## src/rtl/vga_scanout.sv

```systemverilog
// vga_scanout: raster timing generator and pixel output stage for the layer chain.
//
// Generates the hdata/vdata beam coordinates that feed every layer, then
// delays the raw sync/active timing by PIPE_DELAY pixel ticks.
// The composited pixel arriving from the end of the chain therefore lines up
// with the final delay stage.
//
// Ports:
//   clk, rst            system clock, synchronous active-high reset
//   en                  pixel-clock enable; all state advances only when en=1
//   hdata, vdata        current beam position (to the layer chain)
//   pixel               composited pixel {opaque, ..., colour[CWIDTH-1:0]}
//   hsync, vsync        active-low syncs, delayed by PIPE_DELAY en-ticks
//   de, rgb             display enable and colour, aligned with the syncs
//   line_start          one-clk pulse after an en-edge that wrapped hdata
//   frame_start         one-clk pulse after an en-edge that wrapped (hdata,vdata)
//
// Optional feature macro: SCANOUT_BACKDROP_EN
//   When defined, a non-opaque pixel inside the active area renders a 16x16
//   checkerboard (12'h444 / 12'h888) from the delayed beam coordinates.

module vga_scanout #(
  parameter int unsigned HWIDTH     = 12,
  parameter int unsigned VWIDTH     = 12,
  parameter int unsigned DATA_WIDTH = 13,
  parameter int unsigned CWIDTH     = 12,
  parameter int unsigned HSIZE      = 640,
  parameter int unsigned HFP        = 16,
  parameter int unsigned HSYNC      = 96,
  parameter int unsigned HBP        = 48,
  parameter int unsigned VSIZE      = 480,
  parameter int unsigned VFP        = 10,
  parameter int unsigned VSYNC      = 2,
  parameter int unsigned VBP        = 33,
  parameter int unsigned PIPE_DELAY = 2
) (
  input  logic                  clk,
  input  logic                  rst,
  input  logic                  en,
  output logic [HWIDTH-1:0]     hdata,
  output logic [VWIDTH-1:0]     vdata,
  input  logic [DATA_WIDTH-1:0] pixel,
  output logic                  hsync,
  output logic                  vsync,
  output logic                  de,
  output logic [CWIDTH-1:0]     rgb,
  output logic                  line_start,
  output logic                  frame_start
);

  localparam int unsigned HTOTAL = HSIZE + HFP + HSYNC + HBP;
  localparam int unsigned VTOTAL = VSIZE + VFP + VSYNC + VBP;
  localparam int unsigned HS_BEG = HSIZE + HFP;
  localparam int unsigned HS_END = HSIZE + HFP + HSYNC;
  localparam int unsigned VS_BEG = VSIZE + VFP;
  localparam int unsigned VS_END = VSIZE + VFP + VSYNC;

  // One delay-line entry: raw timing plus, with the backdrop, the checker bits.
  typedef struct packed {
`ifdef SCANOUT_BACKDROP_EN
    logic h4;
    logic v4;
`endif
    logic act;
    logic hs_n;
    logic vs_n;
  } tap_t;

  logic h_last;
  logic v_last;
  tap_t raw_c;
  tap_t idle_c;
  tap_t tap_c;
  tap_t pipe [PIPE_DELAY];
  logic [CWIDTH-1:0] colour_c;
  logic unused_pixel;

  assign h_last = (hdata == HWIDTH'(HTOTAL - 1));
  assign v_last = (vdata == VWIDTH'(VTOTAL - 1));

  // Beam counters and wrap strobes.
  always_ff @(posedge clk) begin
    if (rst) begin
      hdata       <= '0;
      vdata       <= '0;
      line_start  <= 1'b0;
      frame_start <= 1'b0;
    end else begin
      line_start  <= en && h_last;
      frame_start <= en && h_last && v_last;
      if (en) begin
        if (h_last) begin
          hdata <= '0;
          vdata <= v_last ? '0 : vdata + VWIDTH'(1);
        end else begin
          hdata <= hdata + HWIDTH'(1);
        end
      end
    end
  end

  // Raw timing decoded straight from the counters.
  always_comb begin
    raw_c      = '0;
    raw_c.act  = (hdata < HWIDTH'(HSIZE)) && (vdata < VWIDTH'(VSIZE));
    raw_c.hs_n = !((hdata >= HWIDTH'(HS_BEG)) && (hdata < HWIDTH'(HS_END)));
    raw_c.vs_n = !((vdata >= VWIDTH'(VS_BEG)) && (vdata < VWIDTH'(VS_END)));
`ifdef SCANOUT_BACKDROP_EN
    raw_c.h4   = hdata[4];
    raw_c.v4   = vdata[4];
`endif
  end

  // Inactive entry loaded on reset: syncs deasserted, outside active area.
  always_comb begin
    idle_c      = '0;
    idle_c.hs_n = 1'b1;
    idle_c.vs_n = 1'b1;
  end

  // Entry that moves into the final stage on the next en-edge; the pixel
  // sampled on that same edge belongs to it.
  if (PIPE_DELAY == 1) begin : g_tap_raw
    assign tap_c = raw_c;
  end else begin : g_tap_pipe
    assign tap_c = pipe[PIPE_DELAY-2];
  end

  // Colour select for the entry entering the final stage.
  always_comb begin
    colour_c = pixel[CWIDTH-1:0];
`ifdef SCANOUT_BACKDROP_EN
    if (!pixel[DATA_WIDTH-1]) begin
      colour_c = (tap_c.h4 ^ tap_c.v4) ? CWIDTH'(12'h888) : CWIDTH'(12'h444);
    end
`endif
    if (!tap_c.act) begin
      colour_c = '0;
    end
  end

  // Timing delay line and registered colour.
  always_ff @(posedge clk) begin
    if (rst) begin
      for (int i = 0; i < int'(PIPE_DELAY); i++) begin
        pipe[i] <= idle_c;
      end
      rgb <= '0;
    end else if (en) begin
      pipe[0] <= raw_c;
      for (int i = 1; i < int'(PIPE_DELAY); i++) begin
        pipe[i] <= pipe[i-1];
      end
      rgb <= colour_c;
    end
  end

  assign hsync = pipe[PIPE_DELAY-1].hs_n;
  assign vsync = pipe[PIPE_DELAY-1].vs_n;
  assign de    = pipe[PIPE_DELAY-1].act;

  // Flag and padding bits are only consumed by the optional backdrop.
  assign unused_pixel = ^pixel[DATA_WIDTH-1:CWIDTH];

endmodule
```

## config.mk

```make
export PLATFORM = sky130hd
export DESIGN_NAME = vga_scanout
export DESIGN_NICKNAME = d
export VERILOG_FILES = /design/src/rtl/vga_scanout.sv
export SDC_FILE = /design/constraint.sdc
export NUM_CORES = 1
export LEC_CHECK = 0
export BUFFER_PORTS_ARGS = -buffer_cell sky130_fd_sc_hd__buf_2
export CORE_ASPECT_RATIO = 1.25
export CORE_MARGIN = 2
export CORE_UTILIZATION = 30
export CTS_BUF_LIST = sky130_fd_sc_hd__clkbuf_4 sky130_fd_sc_hd__clkbuf_8
export CTS_CLUSTER_SIZE = 30
export DETAILED_ROUTE_END_ITERATION = 7
export PLACE_DENSITY = 0.62
export SLEW_MARGIN = 20
export SYNTH_ARGS = -nofsm -noshare
export SYNTH_HDL_FRONTEND = slang
export SYNTH_SLANG_ARGS = --single-unit
```

## constraint.sdc

```tcl
create_clock -name clk -period 2.06 [get_ports clk]
set_clock_uncertainty 0.05 [all_clocks]
set_input_delay 0.412 -clock clk [delete_from_list [all_inputs] [get_ports clk]]
set_output_delay 0.412 -clock clk [all_outputs]
set_load 0.05 [all_outputs]
```

### Yosys cells after proc, flatten, opt, wreduce, memory -nomap -nowiden

Memories as Yosys holds them, arrays and structs flattened.
Cells that the tools add are included.

| word-level totals | value |
|---|---|
| memories kept | 1 |
| logic and storage cells | 36 |
| register bits after elaboration | 38 |
| RAM bits | 6 |
| input port bits | 16 |

| cells by class | value |
|---|---|
| add/subtract/negate cells | 2 |
| reductions and logical operators | 8 |
| bitwise logic cells | 2 |
| multiplexer cells | 10 |
| eq/ne operators | 2 |
| $lt $le $gt $ge | 6 |

Memories:

| name | words | bits a word | read ports | clocked after memory_dff | wr ports | line | source |
|---|---|---|---|---|---|---|---|
| pipe | 2 | 3 | 2 | 0 | 2 | 74 | `tap_t pipe [PIPE_DELAY];` |

Operators by type and width:

| cell | number |
|---|---|
| two-way mux 12 bit | 3 |
| adder 12 x 1 -> 12 bit (second input constant) | 2 |
| equality test 12 x 10 -> 1 bit (second input constant) | 2 |
| less-than comparator 12 x 10 -> 1 bit (second input constant) | 2 |
| less-than comparator 12 x 9 -> 1 bit (second input constant) | 2 |
| >= comparator 12 x 10 -> 1 bit (second input constant) | 1 |
| >= comparator 12 x 9 -> 1 bit (second input constant) | 1 |
| two-way mux 3 bit | 2 |
| logical AND 1 bit | 5 |
| two-way mux 1 bit | 5 |
| logical NOT 1 bit | 2 |
| OR 1 bit | 2 |
| AND reduction 2 bit | 1 |

### Depth between registers and ports, before layout

Gate-level depths: netlist of the first run.

| depth | value |
|---|---|
| depth after elaboration | 4 |
| mapped depth | 7 |

### Worst setup path before layout of the first run

No wires, ideal clock.

| path | value |
|---|---|
| path type | flip-flop to flip-flop |
| from | register hdata[1] |
| to | register vdata[7] |
| setup time | 71 ps |
| data required time | 1939 ps |
| buffers on the path | 1 |
| arrival | 2000 ps |
| stages on the path, launching flop included | 7 |
| clock period less this slack | 2121 ps |
| slack | -61 ps |
| cell sequence | dfxtp_1 ha_1 and3_1 buf_2 nand4_2 or4_1 a21oi_1 |

| on the way | value |
|---|---|
| word-level cells in the longest chain between the ends | 2 |

Ends and longest elaborated chain:

| element | line | source |
|---|---|---|
| start: declaration | 40 | `output logic [HWIDTH-1:0] hdata,` |
| start signal: assignment | 96 | `hdata <= hdata + HWIDTH'(1);` |
| equality test 12 x 10 -> 1 bit | 78 | `assign h_last = (hdata == HWIDTH'(HTOTAL - 1));` |
| AND reduction 2 bit (no source line) | n/a |  |
| end signal: assignment | 94 | `vdata <= v_last ? '0 : vdata + VWIDTH'(1);` |
| end: declaration | 41 | `output logic [VWIDTH-1:0] vdata,` |

No other way between the ends.
A chain may end at the register's enable or synchronous reset.

### Worst setup path in the final report of the first run

| path | value |
|---|---|
| from | register vdata[11] |
| to | register vdata[6] |

| on the way | value |
|---|---|
| word-level cells in the longest chain between the ends | 2 |

Ends and longest elaborated chain:

| element | line | source |
|---|---|---|
| equality test 12 x 10 -> 1 bit | 79 | `assign v_last = (vdata == VWIDTH'(VTOTAL - 1));` |
| two-way mux 12 bit | 94 |  |

No other way between the ends.

==> impl_metrics.env, run 1 <==
export IMPL_rsz0062_at_grt="no"
export IMPL_synthArstFlopShare_pct=0
export IMPL_cts_resized=0
export IMPL_clk_latency_ps=290
export IMPL_finalWorstSetupSlack_ps=257
export IMPL_initial_core_util_pct=31.4
export IMPL_min_period_ps=1800
export IMPL_synth_seq_cells=44
export IMPL_grt_pass1_wl_um=7620
export IMPL_hp_class="in -> reg"
export IMPL_first_global_vias=1612
export IMPL_coreArea_mm2=0.00625
export IMPL_synth_warnings=0
export IMPL_ctsRootBufferMaster="clkbuf_8"
export IMPL_boundaryPins=57
export IMPL_path_clk_slew_ps=90
export IMPL_synth_edf_count=6
export IMPL_drt_iter0_markers=96
export IMPL_p_leak_nw=1.04
export IMPL_power_density_mw_per_mm2=675
export IMPL_regArea_um2=943
export IMPL_overflow=0
export IMPL_synth_most_common_cell="dfxtp_1"
export IMPL_status="finished clean"
export IMPL_ys_seq_area_share_pct=48.1
export IMPL_maxCapViolations=0
export IMPL_holdBufCountCts=0
export IMPL_yosysTopAreaCell="dfxtp_1"
export IMPL_worst_r2r_startpoint="vdata[11]"
export IMPL_finalMaxSlewViolations=0
export IMPL_maxSlewHeadroom_pct=45.6
export IMPL_grt_max_degree=26
export IMPL_viasPerCell=4.83
export IMPL_cp_startpoint="vdata[11]"
export IMPL_setup_violations_final=0
export IMPL_mappedNetlistArea_mm2=0.00196
export IMPL_synth_ff_type="dfxtp_1"
export IMPL_finalSetupTns_ps=0
export IMPL_timing_fmax_mhz=555
export IMPL_start_kind="flop"
export IMPL_drtAntennaViolNets=0
export IMPL_synth_top_area_share_pct=38.8
export IMPL_cts_buffers=5
export IMPL_finish_instance_area_mm2=0.00249
export IMPL_place_ws_ps=102
export IMPL_gp_congestion=0.730
export IMPL_area_delta_synth_final_pct=27.1
export IMPL_crit_type="reg -> reg"
export IMPL_arrival_ps=1920
export IMPL_fp_dieH_um=94.3
export IMPL_avgSynthCellArea_um2=9.55
export IMPL_tightest_slew_ps=814
export IMPL_hold_viol=0
export IMPL_worstSetupEndpointType="flop"
export IMPL_drcViolationCount=0
export IMPL_grt_total_usage_pct=13.0
export IMPL_fp_dieW_um=76.3
export IMPL_rows=32
export IMPL_htree_levels=2
export IMPL_synth_cells=205
export IMPL_cp_required_ps=2180
export IMPL_drive_gt1_share_pct=30.0
export IMPL_hpwl_um=3400
export IMPL_peakVddDrop_uv=325
export IMPL_wirelength_um=4470
export IMPL_placed_area_mm2=0.00237
export IMPL_grt_antenna_before_repair=0
export IMPL_cts_tree="built"
export IMPL_ys_types=41
export IMPL_post_drt_wl_per_cell_um=12.7
export IMPL_dr_pass1_iters=4
export IMPL_post_cts_buffers=0
export IMPL_synthTopCellsByArea="dfxtp_1 (39%), edfxtp_1 (9.2%), a22o_1 (5.4%)"
export IMPL_yosys_top_cells_count="dfxtp_1 (38), nor2_1 (14)"
export IMPL_clockBufferDepth=2
export IMPL_vias=1699
export IMPL_clock_sinks=44
export IMPL_period_share_pct=87.5
export IMPL_nFillCells=672
export IMPL_multi_input_area_um2=942
export IMPL_dieArea_mm2=0.00719
export IMPL_synth_nets=225
export IMPL_io_buffer_count=55
export IMPL_nNetsFinal=286
export IMPL_hold_start="pixel[7]"
export IMPL_critPathMaxFanout=7
export IMPL_antenna_cells=0
==> path summary, 6_finish.rpt <==
check,slack [ps],end,cells after the start
hold reg to reg,430,rgb[6],1
setup reg to reg,260,vdata[6],5
hold / removal,270,rgb[7],2
setup / recovery,260,vdata[6],5
==> logic make-up after synthesis <==
| group | share of synthesized area (%) |
|---|---|
| and+or+nand+nor | 26.9 |
| DFF | 48.1 |
| AOI/OAI and AO/OA | 14.1 |
| buffers and inverters | 3.83 |
| xor gates and xnor gates | 4.03 |
| adders and majority gates | 2.56 |
| muxes | 0.575 |
==> layout make-up <==
type                            count  area share (%)
Sequential cell                    44            37.9
Multi-Input combinational cell    142            37.9
Timing Repair Buffer               65            14.1
Tap cell                           85            4.27
Clock buffer                        5            2.77
Clock inverter                      3            1.91
Inverter                            8            1.21
==> metal layers <==
layer,track usage [%],vias up,routed length (um)
li1,-,872,-
met1,16.2,793,2000
met2,22.1,30,2280
met3,2.88,4,144
met4,4.55,0,45
met5,0,-,0
==> through the flow <==
stage | power (mW) | std cells | hold WS [ps] | util [%]
floorplan | 1.00 | 205 | 427 | -
global placement | 1.03 | 344 | 406 | 38.0
detailed placement | 1.04 | 344 | 416 | 38.0
CTS | 1.71 | 352 | 255 | 39.8
global route | 1.75 | 352 | 252 | 39.8
finish | 1.68 | 352 | 270 | 39.8
==> layout by cell type, fill, tap and decap left out, types with 2 or more instances in the layout <==
cell type and count:
a21oi_1 12, a22o_1 12, a311oi_1 2, a31oi_1 2
and2_1 3, and3_1 6, and4_1 4, buf_2 55
buf_4 10, clkbuf_8 5, clkinv_4 2, dfxtp_1 36
dfxtp_2 2, edfxtp_1 6, ha_1 4, inv_1 8
nand2_1 12, nand2b_1 7, nand3_1 12, nand4_1 5
nand4b_1 2, nor2_1 14, nor2b_1 2, nor3_1 6
nor4b_1 2, o21ai_0 4, o32ai_1 4, or3_1 5
xnor2_1 4, xor2_1 5
==> registers in the layout, summed over array words and instances (netlist names) <==
name,count
frame_start,1
hdata,12
line_start,1
pipe,6
rgb,12
vdata,12
==> power by group <==
group | switching, mW | internal (mW) | leakage (nW) | total [mW]
combinational | 0.0845 | 0.0351 | 0.617 | 0.120
clock | 0.302 | 0.365 | 0.0583 | 0.667
sequential | 0.00857 | 0.886 | 0.365 | 0.895
total | 0.395 | 1.29 | 1.04 | 1.68
==> critical path, stage by stage (launching register included) <==
cell      delay, ps
dfxtp_1         360
nor4b_1         480
nand3_1         320
buf_4           250
a31oi_1         160
a311oi_1         60
Power figures use the tool's default switching activity.
==> run 2, diff against run 1 <==
==> constraint.sdc (replaced) <==
create_clock -name clk -period 2.3 [get_ports clk]
set_clock_uncertainty 0.05 [all_clocks]
set_input_delay 0.46 -clock clk [delete_from_list [all_inputs] [get_ports clk]]
set_output_delay 0.46 -clock clk [all_outputs]
set_load 0.05 [all_outputs]
==> run 2 against run 1 <==
Net effect: final cell count down 1.7%; maximum frequency down 8.9%; count of clock-buffer cells in the layout unchanged; critical endpoint is now vdata[7]; largest power group unchanged; highest routed layer unchanged.
==> impl_metrics.env, run 2 (same netlist as run 1, synthesis figures left out) <==
export IMPL_peakVddDrop_uv=415
export IMPL_fp_dieW_um=76.3
export IMPL_cp_required_ps=2480
export IMPL_hold_start="pixel[2]"
export IMPL_top_usage_layer="met2"
export IMPL_start_kind="flop"
export IMPL_viasPerCell=4.89
export IMPL_finalSetupTns_ps=0
export IMPL_cts_buffers=5
export IMPL_regArea_um2=941
export IMPL_vias=1693
export IMPL_use_met3_pct=3.56
export IMPL_first_global_vias=1609
export IMPL_coreArea_mm2=0.00625
export IMPL_finish_instance_area_mm2=0.00244
export IMPL_boundaryPins=57
export IMPL_power_density_mw_per_mm2=621
export IMPL_drive_gt1_share_pct=27.6
export IMPL_total_power_mw=1.52
export IMPL_final_common_cell="buf_2"
export IMPL_critPathMaxFanout=8
export IMPL_hp_class="in -> reg"
export IMPL_clock_sinks=44
export IMPL_cts_tree="built"
export IMPL_status="finished clean"
export IMPL_min_period_ps=1980
export IMPL_largestRegisters="hdata (12), rgb (12), vdata (12)"
export IMPL_path_clk_slew_ps=90
export IMPL_drt_iter0_markers=144
export IMPL_use_met1_pct=16.0
export IMPL_hold_viol=0
export IMPL_multi_input_area_um2=942
export IMPL_rsz0062_at_grt="no"
export IMPL_hpwl_um=3270
export IMPL_crit_type="reg -> reg"
export IMPL_post_drt_wl_per_cell_um=13.1
export IMPL_clockBufferDepth=2
export IMPL_arrival_ps=2160
export IMPL_met2_usage_pct=22.2
export IMPL_critPathMaxStageDelay_ps=550
export IMPL_path_cells="ha_1 -> and3_1 -> nand4_2 -> or4_1 -> a21oi_1"
export IMPL_p_leak_nw=1.01
export IMPL_clk_latency_ps=300
export IMPL_post_cts_buffers=0
export IMPL_worst_r2r_startpoint="hdata[0]"
export IMPL_placed_area_mm2=0.00232
export IMPL_timing_fmax_mhz=505
export IMPL_maxSlewHeadroom_pct=69.4
export IMPL_maxCapViolations=0
export IMPL_worstSetupEndpointType="flop"
export IMPL_setup_violations_final=0
export IMPL_fp_dieH_um=94.3
export IMPL_r2r_setup_slack_ps=320
export IMPL_holdBufCountCts=0
export IMPL_tightest_slew_ps=453
export IMPL_cts_resized=0
export IMPL_drtAntennaViolNets=0
export IMPL_final_cell_mix="buf_2 (55), dfxtp_1 (38), nor2_1 (14)"
export IMPL_min_delay_worst_endpoint="rgb[2]"
export IMPL_wirelength_um=4530
export IMPL_cp_startpoint="hdata[0]"
export IMPL_dr_pass1_iters=4
export IMPL_overflow=0
export IMPL_grt_total_usage_pct=13.1
export IMPL_reg2reg_depth=5
export IMPL_io_buffer_count=55
export IMPL_rows=32
export IMPL_dieArea_mm2=0.00719
export IMPL_nFillCells=658
export IMPL_gp_congestion=0.734
export IMPL_final_cells=346
export IMPL_area_delta_synth_final_pct=24.7
export IMPL_finalWorstSetupSlack_ps=320
export IMPL_htree_levels=2
export IMPL_finalMaxSlewViolations=0
export IMPL_holdPathStages=2
export IMPL_cp_slowest_cell="or4_1"
export IMPL_place_ws_ps=350
export IMPL_initial_core_util_pct=31.4
export IMPL_grt_antenna_before_repair=0
export IMPL_antenna_cells=0
export IMPL_nNetsFinal=280
export IMPL_ctsRootBufferMaster="clkbuf_8"
export IMPL_drcViolationCount=0
export IMPL_dp_cells=338
export IMPL_grt_max_degree=27
export IMPL_period_share_pct=86.1
export IMPL_grt_pass1_wl_um=7640
export IMPL_rr_endpoint="vdata[7]"
## run 2: metal layers
layer | share of wire [%] | wire (um) | up-vias
met2 | 50 | 2270 | 30
li1 | - | - | 857
met3 | 4.0 | 179 | 5
met1 | 45 | 2040 | 801
met4 | 1.0 | 46 | 0
met5 | 0 | 0 | -
## run 2: area by class of cell
cell class | count | area share [%]
inverter | 8 | 1.23
clock inverter | 3 | 1.95
sequential | 44 | 38.5
timing repair buffer | 59 | 12.5
tap | 85 | 4.36
multi-input combinational | 142 | 38.6
clock buffer | 5 | 2.82
## run 2: how the worst max path moves through the flow
stage,end,slack [ps],cells after the start
2_1_floorplan,vdata[7],180,6
3_3_place_gp,vdata[11],390,5
3_5_place_dp,vdata[7],350,5
4_1_cts,vdata[7],330,5
5_1_grt,vdata[11],190,5
6_report,vdata[7],320,5
## run 2: metrics by stage
| step | utilization (%) | hold WS [ps] |
|---|---|---|
| final | 39.1 | 310 |
| after floorplan | - | 427 |
| after global routing | 39.1 | 299 |
| after CTS | 39.1 | 306 |
| after detailed placement | 37.2 | 410 |
| after global placement | 37.2 | 405 |
## run 2: power by group
group	internal [mW]	leakage (nW)	switching, mW	total, mW
combinational	0.0316	0.588	0.0769	0.109
clock	0.327	0.0583	0.280	0.607
sequential	0.793	0.364	0.00734	0.800
## run 2: critical path, delay by kind of cell, from the launching register on
family,cells,cell delay (ps)
simple gates,3,1090
flops,1,410
compound gates,1,140
fa+ha+maj,1,220
==> run 3, diff against run 2 <==
--- a/config.mk
+++ b/config.mk
@@ -12,7 +12,7 @@
 export CTS_BUF_LIST = sky130_fd_sc_hd__clkbuf_4 sky130_fd_sc_hd__clkbuf_8
 export CTS_CLUSTER_SIZE = 30
 export DETAILED_ROUTE_END_ITERATION = 7
-export PLACE_DENSITY = 0.62
+export PLACE_DENSITY = 0.47
 export SLEW_MARGIN = 20
 export SYNTH_ARGS = -nofsm -noshare
 export SYNTH_HDL_FRONTEND = slang
==> run 3 against run 2 <==
Net effect: wire length increased by 1.5%; sequential power about the same; sequential share of layout area decreased by 0.33 points; largest cell class unchanged.
==> impl_metrics.env, run 3 (same netlist as run 1, synthesis figures left out) <==
export IMPL_r2r_setup_slack_ps=360
export IMPL_viasPerCell=4.79
export IMPL_initial_core_util_pct=31.4
export IMPL_ctsRootBufferMaster="clkbuf_8"
export IMPL_min_delay_worst_endpoint="rgb[2]"
export IMPL_rr_endpoint="vdata[11]"
export IMPL_timing_fmax_mhz=515
export IMPL_peakVddDrop_uv=310
export IMPL_drt_iter0_markers=121
export IMPL_final_common_cell="buf_2"
export IMPL_hold_viol=0
export IMPL_gp_congestion=0.731
export IMPL_period_share_pct=84.5
export IMPL_place_ws_ps=372
export IMPL_status="finished clean"
export IMPL_first_global_vias=1570
export IMPL_rsz0062_at_grt="no"
export IMPL_boundaryPins=57
export IMPL_finalWorstSetupSlack_ps=356
export IMPL_area_delta_synth_final_pct=25.8
export IMPL_cts_tree="built"
export IMPL_coreArea_mm2=0.00625
export IMPL_hp_class="in -> reg"
export IMPL_grt_max_degree=27
export IMPL_path_clk_slew_ps=90
export IMPL_finish_instance_area_mm2=0.00246
export IMPL_post_cts_buffers=0
export IMPL_drcViolationCount=0
export IMPL_hpwl_um=3290
export IMPL_rows=32
export IMPL_vias=1671
export IMPL_setup_violations_final=0
export IMPL_p_leak_nw=1.02
export IMPL_routed_wl_met3_um=224
export IMPL_critPathMaxFanout=8
export IMPL_post_route_util_pct=39.4
export IMPL_cts_buffers=5
export IMPL_grt_antenna_before_repair=0
export IMPL_maxSlewHeadroom_pct=68.3
export IMPL_drive_gt1_share_pct=28.4
export IMPL_power_density_mw_per_mm2=618
export IMPL_reg2reg_depth=5
export IMPL_overflow=0
export IMPL_post_drt_wl_per_cell_um=13.2
export IMPL_fp_dieH_um=94.3
export IMPL_io_buffer_count=55
export IMPL_nFillCells=690
export IMPL_hold_start="pixel[2]"
export IMPL_dp_cells=341
export IMPL_clk_latency_ps=300
export IMPL_final_cell_mix="buf_2 (55), dfxtp_1 (38), nor2_1 (14)"
export IMPL_dr_pass1_iters=4
export IMPL_met2WireLength_um=2150
export IMPL_placed_area_mm2=0.00235
export IMPL_antenna_cells=0
export IMPL_clockBufferDepth=2
export IMPL_worstSetupEndpointType="flop"
export IMPL_clock_sinks=44
export IMPL_cp_required_ps=2460
export IMPL_worst_r2r_startpoint="hdata[0]"
export IMPL_crit_type="reg -> reg"
export IMPL_nNetsFinal=283
export IMPL_htree_levels=2
export IMPL_holdBufCountCts=0
export IMPL_tightest_slew_ps=476
export IMPL_maxCapViolations=0
export IMPL_final_cells=349
export IMPL_fp_dieW_um=76.3
export IMPL_wl_met1_um=2150
export IMPL_start_kind="flop"
export IMPL_dieArea_mm2=0.00719
export IMPL_arrival_ps=2100
export IMPL_grt_pass1_wl_um=7650
export IMPL_wirelength_um=4600
export IMPL_finalSetupTns_ps=0
export IMPL_min_period_ps=1940
export IMPL_cts_resized=0
export IMPL_routed_top_layer="met4"
export IMPL_largestRegisters="hdata (12), rgb (12), vdata (12)"
export IMPL_finalMaxSlewViolations=0
export IMPL_drtAntennaViolNets=0
export IMPL_grt_total_usage_pct=13.1
export IMPL_holdPathStages=2
[run 3: changes by cell type in the layout (fill, tap and decap cells not counted)]
cell / previous run / this run
clkinvlp_4: 0 / 1
clkinv_4: 2 / 0
buf_4: 4 / 7
inv_6: 0 / 1
[run 3: final cells by class]
type | instances | area [um^2] | area share (%)
Clock buffer | 5 | 68.8 | 2.79
Clock inverter | 3 | 46.3 | 1.88
Inverter | 8 | 30.0 | 1.22
Multi-Input combinational cell | 142 | 942 | 38.3
Sequential cell | 44 | 941 | 38.2
Tap cell | 85 | 106 | 4.32
Timing Repair Buffer | 62 | 328 | 13.3
[run 3: layer usage]
metal  track usage [%]  up-vias
li1                  -      869
met1              16.7      758
met2              21.1       38
met3              3.56        6
met4              5.76        0
met5                 0        -
[run 3: per-stage QoR]
step / hold WS, ps / total power, mW
global placement: 406 / 0.929
finish: 313 / 1.52
CTS: 304 / 1.55
global route: 303 / 1.59
detailed placement: 411 / 0.929
floorplan: 427 / 0.895
[run 3: worst max-delay path by stage]
| stage | startpoint | endpoint | slack [ps] |
|---|---|---|---|
| floorplan | hdata[1] | vdata[7] | 180 |
| global placement | en | vdata[11] | 350 |
| detailed placement | en | vdata[11] | 370 |
| CTS | hdata[0] | vdata[11] | 360 |
| global route | hdata[1] | vdata[11] | 250 |
| finish | hdata[0] | vdata[11] | 360 |
[run 3: power breakdown]
part	total [mW]	internal, mW	switching, mW
Combinational	0.109	0.0325	0.0767
Sequential	0.800	0.793	0.00718
Clock	0.613	0.327	0.286
Total	1.52	1.15	0.370
[run 3: critical path, cell delays in order (launching register included)]
cell and delay [ps]:
dfxtp_1 410, ha_1 210, and3_1 300, and4_1 430
nand2_1 180, o32ai_1 280
